==> config.mk <==
export PLATFORM = sky130hd
export DESIGN_NAME = calc_core_fsm
export DESIGN_NICKNAME = d
export VERILOG_FILES = /design/src/rtl/calc_core_fsm.sv
export SDC_FILE = /design/constraint.sdc
export NUM_CORES = 1
export LEC_CHECK = 0
export ABC_AREA = 1
export BUFFER_PORTS_ARGS = -buffer_cell sky130_fd_sc_hd__clkbuf_2
export CORE_UTILIZATION = 45
export CTS_CLUSTER_DIAMETER = 80
export DETAILED_ROUTE_END_ITERATION = 8
export HOLD_SLACK_MARGIN = 0.02
export PLACE_DENSITY_LB_ADDON = 0.1
export SLEW_MARGIN = 10
export SYNTH_ARGS = -nofsm -noshare
export SYNTH_HDL_FRONTEND = slang
export SYNTH_SLANG_ARGS = --single-unit
==> constraint.sdc <==
create_clock -name board_clk -period 2.7 [get_ports board_clk]
set_input_delay 0.135 -clock board_clk [delete_from_list [all_inputs] [get_ports board_clk]]
set_output_delay 0.135 -clock board_clk [all_outputs]
set_load 0.01 [all_outputs]
==> src/rtl/calc_core_fsm.sv <==
// Calculator control FSM and datapath: sequences A/B/opcode entry on Confirm pulses,
// then computes add, sub, iterative shift-add multiply or repeated-subtraction divide.
module calc_core_fsm #(
  parameter int WIDTH = 8
) (
  input  logic               board_clk,
  input  logic               Reset,
  input  logic               Confirm,
  input  logic [WIDTH-1:0]   In,
  input  logic [1:0]         OpSel,
  output logic [WIDTH-1:0]   A,
  output logic [WIDTH-1:0]   B,
  output logic [2*WIDTH-1:0] Result,
  output logic [WIDTH-1:0]   Remainder,
  output logic               Neg,
  output logic [9:0]         Flags
);

  localparam int CW = (WIDTH > 1) ? $clog2(WIDTH) : 1;

  localparam logic [3:0] QI      = 4'd0;
  localparam logic [3:0] QGET_A  = 4'd1;
  localparam logic [3:0] QGET_B  = 4'd2;
  localparam logic [3:0] QGET_OP = 4'd3;
  localparam logic [3:0] QADD    = 4'd4;
  localparam logic [3:0] QSUB    = 4'd5;
  localparam logic [3:0] QMUL    = 4'd6;
  localparam logic [3:0] QDIV    = 4'd7;
  localparam logic [3:0] QERR    = 4'd8;
  localparam logic [3:0] QDONE   = 4'd9;

  logic [3:0]         state;
  logic [CW-1:0]      mul_cnt;
  logic [WIDTH:0]     diff;
  logic [2*WIDTH-1:0] a_ext;
  logic [2*WIDTH-1:0] b_ext;

  // A-B carried one bit wider so the borrow doubles as the sign for extension.
  assign diff  = {1'b0, A} - {1'b0, B};
  assign a_ext = {{WIDTH{1'b0}}, A};
  assign b_ext = {{WIDTH{1'b0}}, B};

  always_ff @(posedge board_clk or posedge Reset) begin
    if (Reset) begin
      state     <= QI;
      A         <= '0;
      B         <= '0;
      Result    <= '0;
      Remainder <= '0;
      Neg       <= 1'b0;
      mul_cnt   <= '0;
    end else begin
      case (state)
        QI: begin
          A         <= '0;
          B         <= '0;
          Result    <= '0;
          Remainder <= '0;
          Neg       <= 1'b0;
          mul_cnt   <= '0;
          if (Confirm) state <= QGET_A;
        end
        QGET_A: begin
          if (Confirm) begin
            A     <= In;
            state <= QGET_B;
          end
        end
        QGET_B: begin
          if (Confirm) begin
            B     <= In;
            state <= QGET_OP;
          end
        end
        QGET_OP: begin
          if (Confirm) begin
            Result    <= '0;
            Remainder <= '0;
            Neg       <= 1'b0;
            mul_cnt   <= '0;
            case (OpSel)
              2'b00: state <= QADD;
              2'b01: state <= QSUB;
              2'b10: state <= QMUL;
              default: begin
                // Divide-by-zero is caught here on the already latched B.
                if (B != '0) begin
                  Remainder <= A;
                  state     <= QDIV;
                end else begin
                  state <= QERR;
                end
              end
            endcase
          end
        end
        QADD: begin
          Result <= a_ext + b_ext;
          state  <= QDONE;
        end
        QSUB: begin
          Result <= {{(WIDTH-1){diff[WIDTH]}}, diff};
          Neg    <= (A < B);
          state  <= QDONE;
        end
        QMUL: begin
          if (B[mul_cnt]) Result <= Result + (a_ext << mul_cnt);
          if (mul_cnt == CW'(WIDTH-1)) begin
            state <= QDONE;
          end else begin
            mul_cnt <= mul_cnt + 1'b1;
          end
        end
        QDIV: begin
          if (Remainder >= B) begin
            Remainder <= Remainder - B;
            Result    <= Result + 1'b1;
          end else begin
            state <= QDONE;
          end
        end
        QERR: begin
          Result <= '0;
          if (Confirm) state <= QI;
        end
        QDONE: begin
          if (Confirm) state <= QI;
        end
        default: state <= QI;
      endcase
    end
  end

  // Illegal encodings decode as QI so the LEDs stay one-hot until recovery.
  always_comb begin
    Flags = 10'b1000000000;
    case (state)
      QGET_A:  Flags = 10'b0100000000;
      QGET_B:  Flags = 10'b0010000000;
      QGET_OP: Flags = 10'b0001000000;
      QADD:    Flags = 10'b0000100000;
      QSUB:    Flags = 10'b0000010000;
      QMUL:    Flags = 10'b0000001000;
      QDIV:    Flags = 10'b0000000100;
      QERR:    Flags = 10'b0000000010;
      QDONE:   Flags = 10'b0000000001;
      default: Flags = 10'b1000000000;
    endcase
  end

endmodule
# Word level (Yosys, flattened, before mapping)
# Memories as Yosys holds them, arrays and structs flattened.
# Index checks and enable logic that the tools add are counted.
# word_totals
romBits,160
word_cells,89
out_inout_bits,51
memories,1
inputBits,13
register_bits,48
# classes
addsub,6
n_lt_le_gt_ge,3
n_reduce_logical,20
n_eq_ne,22
shifts,1
n_mux,29
# memory_table
memory,depth,width,read_ports,rd_ports_with_merged_regs,write_ports,line_no,source
(name not given),16,10,1,0,0,137,case (state)
# op_table
operator,count
one-hot mux 16 bit (6 select lines),1
2-to-1 mux 16 bit,3
2-to-1 mux 8 bit,5
2-to-1 mux 4 bit,8
one-hot mux 4 bit (8 select lines),1
one-hot mux 8 bit (2 select lines),2
one-hot mux 8 bit (3 select lines),1
!= test 2 bit (second input constant),9
adder 16 x 1 -> 16 bit (second input constant),1
adder 16 bit,1
equality test 4 x 3 -> 1 bit (second input constant),4
<< shifter 8 x 3 -> 16 bit,1
one-hot mux 4 bit (3 select lines),1
adder 8 x 8 -> 9 bit,1
one-hot mux 3 bit (3 select lines),1
nonzero test 3 bit,3
subtractor 8 x 8 -> 9 bit,1
equality test 4 x 2 -> 1 bit (second input constant),2
equality test 4 bit (second input constant),2
>= comparator 8 bit,1
less-than comparator 8 bit,1
nonzero test 8 bit,1
subtractor 8 bit,1
AND reduction 7 bit,1
other kinds (20),28

# Longest topological paths before layout
# depth
depth_word,5
ltp_mapped,21
ltp_nobuf,19

# Worst setup path before layout
# No wires, ideal clock.
# synth_path
kind,register to register
start,register state[2]
end,register Result[5]
path_stages_with_launch,18
period_less_slack_ps,2583
slack_ps,117
setup_ps,116
t_arrival_ps,2467
n_path_buf,1
required_ps,2584
cell_sequence,dfrtp_1 > inv_2 > nor2_4 > inv_4 > nor2_4 > buf_4 > inv_2 > nand2_1 > nor2_1 > ha_1 > or2_2 > nand3_1 > nand2_1 > or2_2 > nand3_1 > nand3_1 > nand2_1 > nand2_1
# synth_between
elab_chain_cells,4
elab_cells_between_ends,14
classes_between,9 x eq/ne; 1 x mux; 4 x reduce/logical
# synth_rtl
item,line_no,source
from (decl),32,logic [3:0] state;
from (signal assigned),45,state <= QI;
from (signal assigned),61,if (Confirm) state <= QGET_A;
from (signal assigned),66,state <= QGET_B;
equality test 4 bit or zero test 4 bit (tied branches),53,case (state)
OR reduction 2 bit (no source line),n/a,
nonzero test 6 bit (no source line),n/a,
AND reduction 4 bit (no source line),n/a,
to (signal assigned),98,Result <= a_ext + b_ext;
to (signal assigned),102,"Result <= {{(WIDTH-1){diff[WIDTH]}}, diff};"
to (signal assigned),107,if (B[mul_cnt]) Result <= Result + (a_ext << mul_cnt);
to (decl),13,"output logic [2*WIDTH-1:0] Result,"
# Parallel ways exist; a longest one is shown, timed or not.
# A chain may end at the register's enable or synchronous reset.

# Worst setup path in the final report
# layout_path
start,register mul_cnt[1]
end,register Result[5]
# layout_between
elab_chain_cells,4
elab_cells_between_ends,8
classes_between,1 x add/sub; 1 x eq/ne; 1 x shift; 4 x mux; 1 x reduce/logical
# layout_rtl
item,line_no,source
from (decl),33,logic [CW-1:0] mul_cnt;
from (signal assigned),111,mul_cnt <= mul_cnt + 1'b1;
<< shifter 8 x 3 -> 16 bit or binary-select mux 1 bit (select 3 bit) (tied branches),107,
adder 16 bit or 2-to-1 mux 1 bit (tied branches),107,
2-to-1 mux 16 bit or != test 2 bit (tied branches),n/a,
one-hot mux 16 bit (6 select lines) or AND reduction 4 bit (tied branches),n/a,
to (signal assigned),102,
to (signal assigned),107,
to (signal assigned),117,Result <= Result + 1'b1;
# Parallel ways exist; a longest one is shown, timed or not. The select of a mux whose other input is x is not followed.

==> metrics.csv <==
stage,metric,value,unit
run_status,outcome,"complete, no violations",
run,max_cap viols,0,
worst_setup_path,crit path cell chain,"buf_4, o21ai_0, nor2_1, ha_1, or2_2, nand3_1, nand2_1, or2_2, nand3_1, nand3_1, nand2_1, nand2_1",
synthesis,syn avg cell area,6.40,sq um
worst_setup_path,CP Capture Type,flop,
cells_and_area,nets,871,
synthesis,Yosys Warn Count,0,
worst_setup_path,"slowest stage delay, CP",0.51,ns
clock_tree,CTS tree,done,
timing,clock skew,0.0224,ns
pwr,clock power share,12.4,%
clock_tree,worst skew pair latency,0.32,ns
synthesis,mapped cell area,4650,sq um
floorplanning,die span in y,104,um
cells_and_area,Layout fillers,1047,
global_routing,gr usage total,27.1,%
floorplanning,die width,104,um
synthesis,post-synthesis sequential area ratio,25.8,%
drt,drc violations,0,
timing,RSZ-0062 raised after global routing,true,
clock_tree,Clock Path Buffers,2,
clock_tree,Post-CTS Hold Buffers,0,
global_routing,met2 Use GR,46.1,%
cells_and_area,area grow syn2layout,18.9,%
synthesis,biggest area consumer among synthesized cells,dfrtp_1,
pwr,P_sw,2.83,mW
pwr,power density over the cells,968,nW/um^2
drt,Vias,5019,
cells_and_area,"most common cell after layout, fill and taps aside",nand2_1,
synthesis,main flop type after synthesis,dfrtp_1,
floorplanning,core footprint,9910,sq um
clock_tree,Clock Pin Slew Worst Setup and Hold Paths,0.11,ns
global_routing,grt ovf,0,
timing,Least-Margin Pin Slew,1.06,ns
pwr,Gate power share,67.2,%
timing,Fmax,0.396,GHz
hold_path,Hold Crit Class,primary input to asynchronous set/reset pin,
worst_setup_path,reg2reg start,mul_cnt[1],
worst_setup_path,Worst R2R Setup Slack,0.18,ns
global_routing,largest net degree at the start of global routing,49,
worst_setup_path,Critical Path AT,2.73,ns
place,pre-CTS setup slack,0.0175,ns
floorplanning,I/O pins,64,
timing,setup TNS,0,ns
global_routing,busiest grt layer,met2,
timing,fin. max-slew vios,0,
drt,WL/cell,15.3,um
cells_and_area,antenna cell count,0,
global_routing,vias in the first global route,4638,
worst_setup_path,slowest CP cell,dfrtp_1,
floorplanning,FP Rows,36,
synthesis,distinct cell type count after synthesis,41,
synthesis,share of the synthesized area in the top cell type,25.8,%
synthesis,syn_nets,784,
worst_setup_path,Startpoint Class,flop,
pwr,Reg power frac,20.5,%
drt,Post-DRT Antenna Nets,0,
timing,Finish-stage setup viols,0,
place,dpl cell area,5240,sq um
timing,Final Hold Violating Endpoints,0,
timing,minimum clock period,2.52,ns
drt,First-pass DRT Iterations,5,
clock_tree,Root Driver,clkbuf_8,
synthesis,Synth area leaders,"dfrtp_1 26%, nand2_1 20%, ha_1 11%",
worst_setup_path,critical path startpoint,mul_cnt[1],
synthesis,ys async rst share,100,%
clock_tree,Sink Count,48,
synthesis,"EDFF count, synth",0,
global_routing,global-route wire length before repair,23300,um
worst_setup_path,WP data required,2.90,ns
cells_and_area,Final Cell Area,5530,sq um
cells_and_area,share of cells above drive strength 1,19.2,%
timing,Hold WS,0.0475,ns
global_routing,initial antenna violation count,0,
timing,setup ws final,0.175,ns
pwr,maximum VDD drop,0.490,mV
synthesis,cell count after synthesis,726,
pwr,Sw Ratio,52.8,%
place,# port buffers,63,
floorplanning,Die Area,10700,sq um
cells_and_area,most frequent cells in the layout,"243 x nand2_1, 84 x inv_1, 72 x nand3_1, 63 x clkbuf_2, 48 x o21ai_0",
timing,relative max-transition margin,29.2,%
clock_tree,CTS Buf Count,5,
timing,Final period util,93.5,%
global_routing,met3 global-route usage,3.40,%
synthesis,Yosys reg bits,48,
pwr,Internal,2.53,mW
drt,Vias/cell,5.30,
cells_and_area,final core occ,55.8,%
worst_setup_path,Crit Path Category,flop to flop,
drt,WL final,14500,um
place,global placer's final weighted congestion,0.941,
worst_setup_path,worst path buffer plus inverter count,1,
pwr,P_leak,3.20,nW
place,dpl hpwl,11500,um
worst_setup_path,crit-path max FO,9,
drt,Starting DRT DRC Count,285,
floorplanning,Initial Util,46.9,%
worst_setup_path,cell class contributing the biggest share of worst-path delay,simple AND/OR/NAND/NOR gates,
clock_tree,Clock H-tree levels,2,
global_routing,met1 GRT Util,35.6,%
## layer usage
layer | vias to the layer above | wire [um]
li1 | 2525 | -
met1 | 2305 | 6420
met2 | 163 | 6930
met3 | 26 | 781
met4 | 0 | 322
met5 | - | 0
## what timing repair did
action                     4_1_cts  5_1_grt
pin swaps                        0        5
setup buffers                    0        6
resized for setup                1       32
setup endpoints to repair        3       12
## stage by stage
stage / total power, mW / std cells
floorplan: 3.42 / 726
detailed placement: 4.51 / 933
CTS: 5.18 / 941
finish: 5.36 / 947
global placement: 4.50 / 933
global route: 5.80 / 947
## synthesized netlist by cell type (3+ instances only)
cell / n
nor3_1: 6
nand4_1: 6
a21o_1: 3
nor2_1: 40
or2_2: 8
nand3b_1: 5
nor2_4: 3
dfrtp_1: 48
buf_4: 3
ha_1: 41
a21oi_1: 35
inv_2: 11
nand3_1: 73
fa_1: 4
buf_2: 10
o211ai_1: 3
o21ai_0: 58
o22ai_1: 7
inv_1: 85
nor2_2: 4
nand2_1: 246
o21ai_1: 3
## power by group through the flow
stage | Sequential (mW) | Clock, mW | Combinational (mW)
2_1_floorplan | 1.18 | 0 | 2.24
3_3_place_gp | 1.10 | 0 | 3.39
3_5_place_dp | 1.11 | 0 | 3.40
4_1_cts | 1.10 | 0.668 | 3.42
5_1_grt | 1.12 | 0.693 | 3.98
6_report | 1.10 | 0.662 | 3.60
## worst reg2reg max path: stages, from the launching register on
cell	delay (ns)
dfrtp_1	0.51
buf_4	0.21
o21ai_0	0.24
nor2_1	0.07
ha_1	0.30
or2_2	0.34
nand3_1	0.10
nand2_1	0.10
or2_2	0.29
nand3_1	0.07
nand3_1	0.07
nand2_1	0.06
nand2_1	0.04
## flip-flops by register name, indices dropped and copies added, names as in the netlist
register	count
A	8
B	8
Neg	1
Remainder	8
Result	16
mul_cnt	3
state	4
## worst paths after layout
kind | cells past startpoint | to
max in group asynchronous | 2 | mul_cnt[0]
hold / removal | 2 | Result[10]
min in group board_clk | 3 | A[7]
setup / recovery | 12 | Result[5]
setup reg to reg | 12 | Result[5]
hold reg to reg | 1 | Neg
## cell families after synthesis
family          share of synthesized area [%]
buf+inv                                  9.85
mux                                     0.431
simple gates                             37.2
flops                                    25.8
fa+ha+maj                                12.8
compound gates                           13.5
xor+xnor                                0.377
## final cells by class
type / instances / area, sq um / share of cell area [%]
multi-input cells: 565 / 3090 / 55.9
flip-flops and latches: 48 / 1200 / 21.7
inverters: 98 / 370 / 6.70
clock inverters: 3 / 68.8 / 1.24
well taps: 133 / 166 / 3.01
clock buffers: 5 / 68.8 / 1.24
repair buffers: 95 / 561 / 10.1
Note: power is estimated with default switching activity, not from simulation.
